`config.mk`:
```
export PLATFORM = sky130hd
export DESIGN_NAME = array_feeder
export DESIGN_NICKNAME = d
export VERILOG_FILES = /design/src/rtl/array_feeder.sv
export SDC_FILE = /design/constraint.sdc
export NUM_CORES = 1
export LEC_CHECK = 0
export CAP_MARGIN = 25
export CORE_AREA = 2 2 105 107
export CTS_BUF_LIST = sky130_fd_sc_hd__clkbuf_16
export DETAILED_ROUTE_END_ITERATION = 6
export DIE_AREA = 0 0 107 109
export SLEW_MARGIN = 20
export SYNTH_ARGS = -nofsm -noshare
export SYNTH_HDL_FRONTEND = slang
export SYNTH_SLANG_ARGS = --single-unit
```
`constraint.sdc`:
```
create_clock -name clk -period 3 [get_ports clk]
set_input_delay 0.6 -clock clk [delete_from_list [all_inputs] [get_ports clk]]
set_output_delay 0.6 -clock clk [all_outputs]
set_load 0.02 [all_outputs]
```
`src/rtl/array_feeder.sv`:
```
// Systolic array operand feeder: reads ROWS row FIFOs with a
// one-word-per-row diagonal skew, zero padding the skew triangle and stalls.
module array_feeder #(
    parameter int DW   = 32,
    parameter int ROWS = 4,
    parameter int K    = 8
) (
    input  logic                 clk,
    input  logic                 rst_n,
    input  logic                 start,
    input  logic [ROWS-1:0]      fifo_empty,
    input  logic [ROWS*DW-1:0]   fifo_rd_data,
    output logic [ROWS-1:0]      fifo_rd_en,
    output logic [ROWS*DW-1:0]   a_data,
    output logic [ROWS-1:0]      a_valid,
    output logic                 busy,
    output logic                 done
);

    localparam int TW = $clog2(K + ROWS);
    localparam logic [TW-1:0] T_LAST = TW'(K + ROWS - 2);

    typedef enum logic [1:0] {
        IDLE,
        FEED,
        FLUSH,
        DONE
    } state_t;

    state_t          r_state;
    state_t          w_next;
    logic [TW-1:0]   r_t;
    logic [TW-1:0]   w_t_next;
    logic [ROWS-1:0] w_active;
    logic [ROWS-1:0] w_rd_en;
    logic            w_stall;
    logic [ROWS-1:0] r_valid;
    int              w_ti;

    // Row r owns issue slots r .. r+K-1, which produces the skew diagonal.
    always_comb begin
        w_ti     = 32'(r_t);
        w_active = '0;
        for (int r = 0; r < ROWS; r++) begin
            w_active[r] = (w_ti >= r) && (w_ti < r + K);
        end
    end

    // Next state, issue counter and read enables; one empty active row stalls all rows.
    always_comb begin
        w_next   = r_state;
        w_t_next = r_t;
        w_rd_en  = '0;
        busy     = 1'b0;
        done     = 1'b0;
        w_stall  = |(w_active & fifo_empty);
        unique case (r_state)
            IDLE: begin
                if (start) begin
                    w_next   = FEED;
                    w_t_next = '0;
                end
            end
            FEED: begin
                busy = 1'b1;
                if (!w_stall) begin
                    w_rd_en = w_active;
                    if (r_t == T_LAST) begin
                        w_next = FLUSH;
                    end else begin
                        w_t_next = r_t + TW'(1);
                    end
                end
            end
            FLUSH: begin
                busy   = 1'b1;
                w_next = DONE;
            end
            DONE: begin
                done   = 1'b1;
                w_next = IDLE;
            end
            default: begin
                w_next = IDLE;
            end
        endcase
    end

    // State and issue counter registers.
    always_ff @(posedge clk or negedge rst_n) begin
        if (!rst_n) begin
            r_state <= IDLE;
            r_t     <= '0;
        end else begin
            r_state <= w_next;
            r_t     <= w_t_next;
        end
    end

    // Valid follows the read enable by the FIFO's one-cycle read latency.
    always_ff @(posedge clk or negedge rst_n) begin
        if (!rst_n) begin
            r_valid <= '0;
        end else begin
            r_valid <= w_rd_en;
        end
    end

    assign fifo_rd_en = w_rd_en;
    assign a_valid    = r_valid;

    for (genvar g = 0; g < ROWS; g++) begin : g_row
        assign a_data[g*DW +: DW] = r_valid[g] ? fifo_rd_data[g*DW +: DW] : '0;
    end

endmodule

```
### Word-level counts from Yosys, hierarchy flattened

Cells that the tools add are included.

* add/subtract/negate cells: 1
* multipliers: 0
* div/mod/pow operators: 0
* magnitude comparators: 7
* equality and inequality tests: 8
* shift operators: 0
* muxes and demuxes: 16
* bitwise operators: 1
* reductions and logical operators: 9

Operators by type and width (count)
* two-way mux 32 bit: 4
* two-way mux 4 bit: 5
* less-than comparator 4 bit, second input constant: 4
* >= comparator 4 x 2 -> 1 bit, second input constant: 2
* != test 2 bit, second input constant: 4
* one-hot mux 2 bit (4 select lines): 1
* one-hot mux 4 bit (2 select lines): 1
* two-way mux 2 bit: 3
* adder 4 x 1 -> 4 bit, second input constant: 1
* bitwise AND 4 bit: 1
* equality test 2 bit, second input constant: 2
* equality test 4 bit, second input constant: 1
* >= comparator 4 x 1 -> 1 bit, second input constant: 1
* AND reduction 4 bit: 1
* OR reduction 4 bit: 1
* logical AND 1 bit: 3
* AND reduction 3 bit: 1
* equality test 2 x 1 -> 1 bit, second input constant: 1
* zero test 2 bit: 1
* two-way mux 1 bit: 2
* nonzero test 2 bit: 1
* OR reduction 2 bit: 1

* bits in registers: 10
* latch bits: 0
* RAM bits: 0
* ROM bits: 0
* bits of input ports: 135
* output and inout bits: 138
* logic and storage cells: 45
* memories kept: 0

### Depth between registers and ports, before layout

* depth after elaboration: 6
* mapped depth: 7
* mapped depth without buffers: 7

### Worst setup path before layout

No wires, ideal clock.

* kind: flip-flop to output port
* start point: register r_t[1]
* end point: output fifo_rd_en[1]
* arrival time: 2.249 ns
* data required time: 2.400 ns
* setup slack: 0.151 ns
* stages on the path, launching flop included: 8
* buffers on the path: 0
* cells stage by stage: dfrtp_1 > inv_1 > ha_1 > or4b_4 > a21o_1 > a211oi_4 > nand2_4 > nor2_1

* cells in the longest elaborated chain, start to end: 6
* elaborated cells on any way between the ends: 14

Ends and longest elaborated chain
* from (decl): line 32 `logic [TW-1:0] r_t;`
* from (signal assigned): line 96 `r_t <= w_t_next;`
* >= comparator 4 x 1 -> 1 bit (tied with other cells): line 45 `w_active[r] = (w_ti >= r) && (w_ti < r + K);`
* logical AND 1 bit: line 45
* bitwise AND 4 bit: line 56 `w_stall = |(w_active & fifo_empty);`
* OR reduction 4 bit: line 56
* two-way mux 4 bit *: line 66 `if (!w_stall) begin`
* two-way mux 4 bit *: line 57 `unique case (r_state)`
* to (decl): line 13 `output logic [ROWS-1:0] fifo_rd_en,`

Every way passes the cells marked *; elsewhere a longest branch is shown, timed or not.

### Worst setup path in the final report

* start point: register r_t[0]
* end point: output fifo_rd_en[0]

Same word-level chain as after synthesis.

==> impl_metrics.ini <==
[route]
viasPerCell = 3.882
wl_um = 9833
ant_nets = 0
route.detailed.drc = 0
first_iter_violations = 107
via_count = 2457
wl_per_cell_um = 15.53
drt_pass1_iterations = 4

[cells_and_area]
n_antenna_cell = 0
area.growth.synth_to_final_pct = 184.8
final_cell_mix = clkdlybuf4s50_1, and2_1, buf_4
final_common_cell = clkdlybuf4s50_1
nets = 636
ff_latch_area_um2 = 250.2
fin_util = 0.4292
stdcell_count = 633
drive_gt1_frac = 0.04260
nFillCells = 1050
multi_input_area_um2 = 1259

[floorplanning]
io_pins = 273
die-area_um2 = 11660
die_y_um = 109
rows = 38
core_um2 = 10600
initial_core_util = 0.1507
die_w_um = 107

[setup_path]
cp_top_family = simple AND/OR/NAND/NOR gates
start_kind = flip-flop
max_stage_delay_ns = 0.54
worstPathMaxFanout = 5
crit_path_top_delay_cell = or4b_4
critical_path.cell_chain = ha_1 > or4b_4 > a21o_1 > a211oi_4 > nand2_4 > nor2_1 > buf_4
endpoint_kind = primary output
critPathKind = flip-flop to primary output
crit_cells = 7
cp.arrival_ns = 2.30
rrSetupSlack_ns = 0.58
critPathBufInv = 1
r2r_end = r_state[1]$_DFFE_PN0P_
r2r_start = r_t[0]$_DFFE_PN0P_
reg2regPathDepth = 6
required_ns = 2.40

[grt]
grt_antenna_before_repair = 3
grt_pass1_vias = 2361
grt.overflow.total = 0
grt_pass1_wl_um = 14120
grt_usage = 0.1572
grt_max_degree = 34

[placement]
placed_cells = 629
dp_hpwl_um = 8695
dp_slack_ns = -0.1882
place.gp.congestion = 0.7640
io_buffers = 272

[min_path]
worstHoldPathType = flip-flop to flip-flop
holdPathStages = 1
min_to = r_state[1]$_DFFE_PN0P_
hold_path.startpoint = r_state[1]$_DFFE_PN0P_

[yosys]
synth_flop_cell = dfrtp_1
synth_edf_count = 0
async_flop_share = 1.000
yosysUniqueCellTypes = 31
synth_area_um2 = 1598
synth_cells = 226
ys_ff_latch = 10
ys_seq_area_frac = 0.1566
syn-num-nets = 368
syn_avg_cell_area_um2 = 7.070
yosysWarnings = 0

[clocking]
clk_path_buf_depth = 2
postCtsHoldBufs = 0
clock_sinks = 10
htreeDepth = 1
cts_tree = yes
worst_skew_pair.late_latency_ns = 0.24
clkSlewWorstSetupHoldPaths_ns = 0.04
cts_root_buf = clkbuf_16
cts_setup_buffers = 0
cts_made_buffers = 3

[timing]
hold_slack_ns = 0.5706
fin_ws_ns = 0.09646
worst_pin_slew_ns = 0.7524
drv_slew = 0
hold_viol = 0
setup_viol = 0
period_minus_slack_ns = 2.904
rsz0062_at_grt = true
slew-limit-headroom = 0.4984
timing.final.crit_share = 0.9678
tns_ns = 0
skew_ns = 0.001613
max_freq_ghz = 0.3444

[pwr]
power_leakage_nw = 1.819
ir_drop_v = 0.0004513
pwr_density_cell_nw_per_um2 = 378.6

[status]
status = completed

[job]
drv_cap = 0
==> worst reg2reg max path: cells and delay by family, from the launching register on <==
family / cells / cell delay, ns
AOI/OAI and AO/OA: 3 / 0.82
adders and majority gates: 1 / 0.20
DFF: 1 / 0.39
muxes: 1 / 0.36
and+or+nand+nor: 1 / 0.54
==> synth_stat cells, drive strengths merged (2+ instances only) <==
master    n  area share
ha        7       0.055
clkbuf   14       0.033
buf       2       0.010
xor2      2       0.011
inv       6       0.014
a21oi     4       0.013
o21ai     6       0.019
nor2     10       0.023
nand2    10       0.028
a21o      3       0.015
nor2b     2      0.0078
and2    128        0.50
dfrtp    10        0.16
nand4     3       0.012
nand2b    4       0.016
nand3     3      0.0094
==> how the worst max path moves through the flow <==
| stage | start | end | slack [ns] |
|---|---|---|---|
| CTS | r_t[0]$_DFFE_PN0P_ | fifo_rd_en[1] | 0.04 |
| global route | r_t[1]$_DFFE_PN0P_ | fifo_rd_en[3] | -0.02 |
| global placement | fifo_empty[2] | fifo_rd_en[2] | -0.15 |
| floorplan | r_t[1]$_DFFE_PN0P_ | fifo_rd_en[1] | 0.15 |
| finish | r_t[0]$_DFFE_PN0P_ | fifo_rd_en[0] | 0.1 |
| detailed placement | fifo_empty[2] | fifo_rd_en[1] | -0.19 |
==> final cells by class <==
cell class              count  share of cell area
clock inverters             1           0.0008249
clock buffers               3             0.01650
repair buffers            279              0.6076
inverters                   6            0.004949
well taps                 140             0.03849
multi-input cells         194              0.2766
flip-flops and latches     10             0.05499
==> per-layer routing <==
| metal | vias to the layer above | routed length [µm] | GRT usage |
|---|---|---|---|
| met3 | 12 | 866 | 0.04722 |
| met1 | 1090 | 4171 | 0.2061 |
| met2 | 113 | 4665 | 0.2611 |
| met4 | 4 | 100 | 0.02226 |
| li1 | 1238 | - | - |
| met5 | - | 29 | 0 |
==> cell families (layout without fill, tap and decap cells) <==
family,count (synthesis),count (layout),synth area share
adders and majority gates,7,7,0.05481
buffers and inverters,22,289,0.05716
and+or+nand+nor,165,165,0.6241
xor gates and xnor gates,2,2,0.01097
AOI/OAI and AO/OA,19,19,0.08928
DFF,10,10,0.1566
muxes,1,1,0.007047
==> flip-flops by register name, summed over array words and instances (netlist names) <==
register  count
r_t           4
r_state       2
a_valid       4
==> power by group <==
part | internal [mW] | switching [mW] | leakage, nW
registers | 0.172 | 0.0724 | 0.133
clock network | 0.175 | 0.0673 | 0.0385
logic | 0.659 | 0.576 | 1.65
==> stage by stage <==
stage	power [mW]	instance area, µm²
2_1_floorplan	0.8699	1598
3_3_place_gp	1.475	4479
3_5_place_dp	1.484	4479
4_1_cts	1.729	4538
5_1_grt	1.838	4551
6_report	1.723	4551
==> what timing repair did <==
action	in CTS	in global routing
pin swaps	0	1
resized for setup	16	5
setup endpoints to repair	4	4
Power figures use the tool's default switching activity.
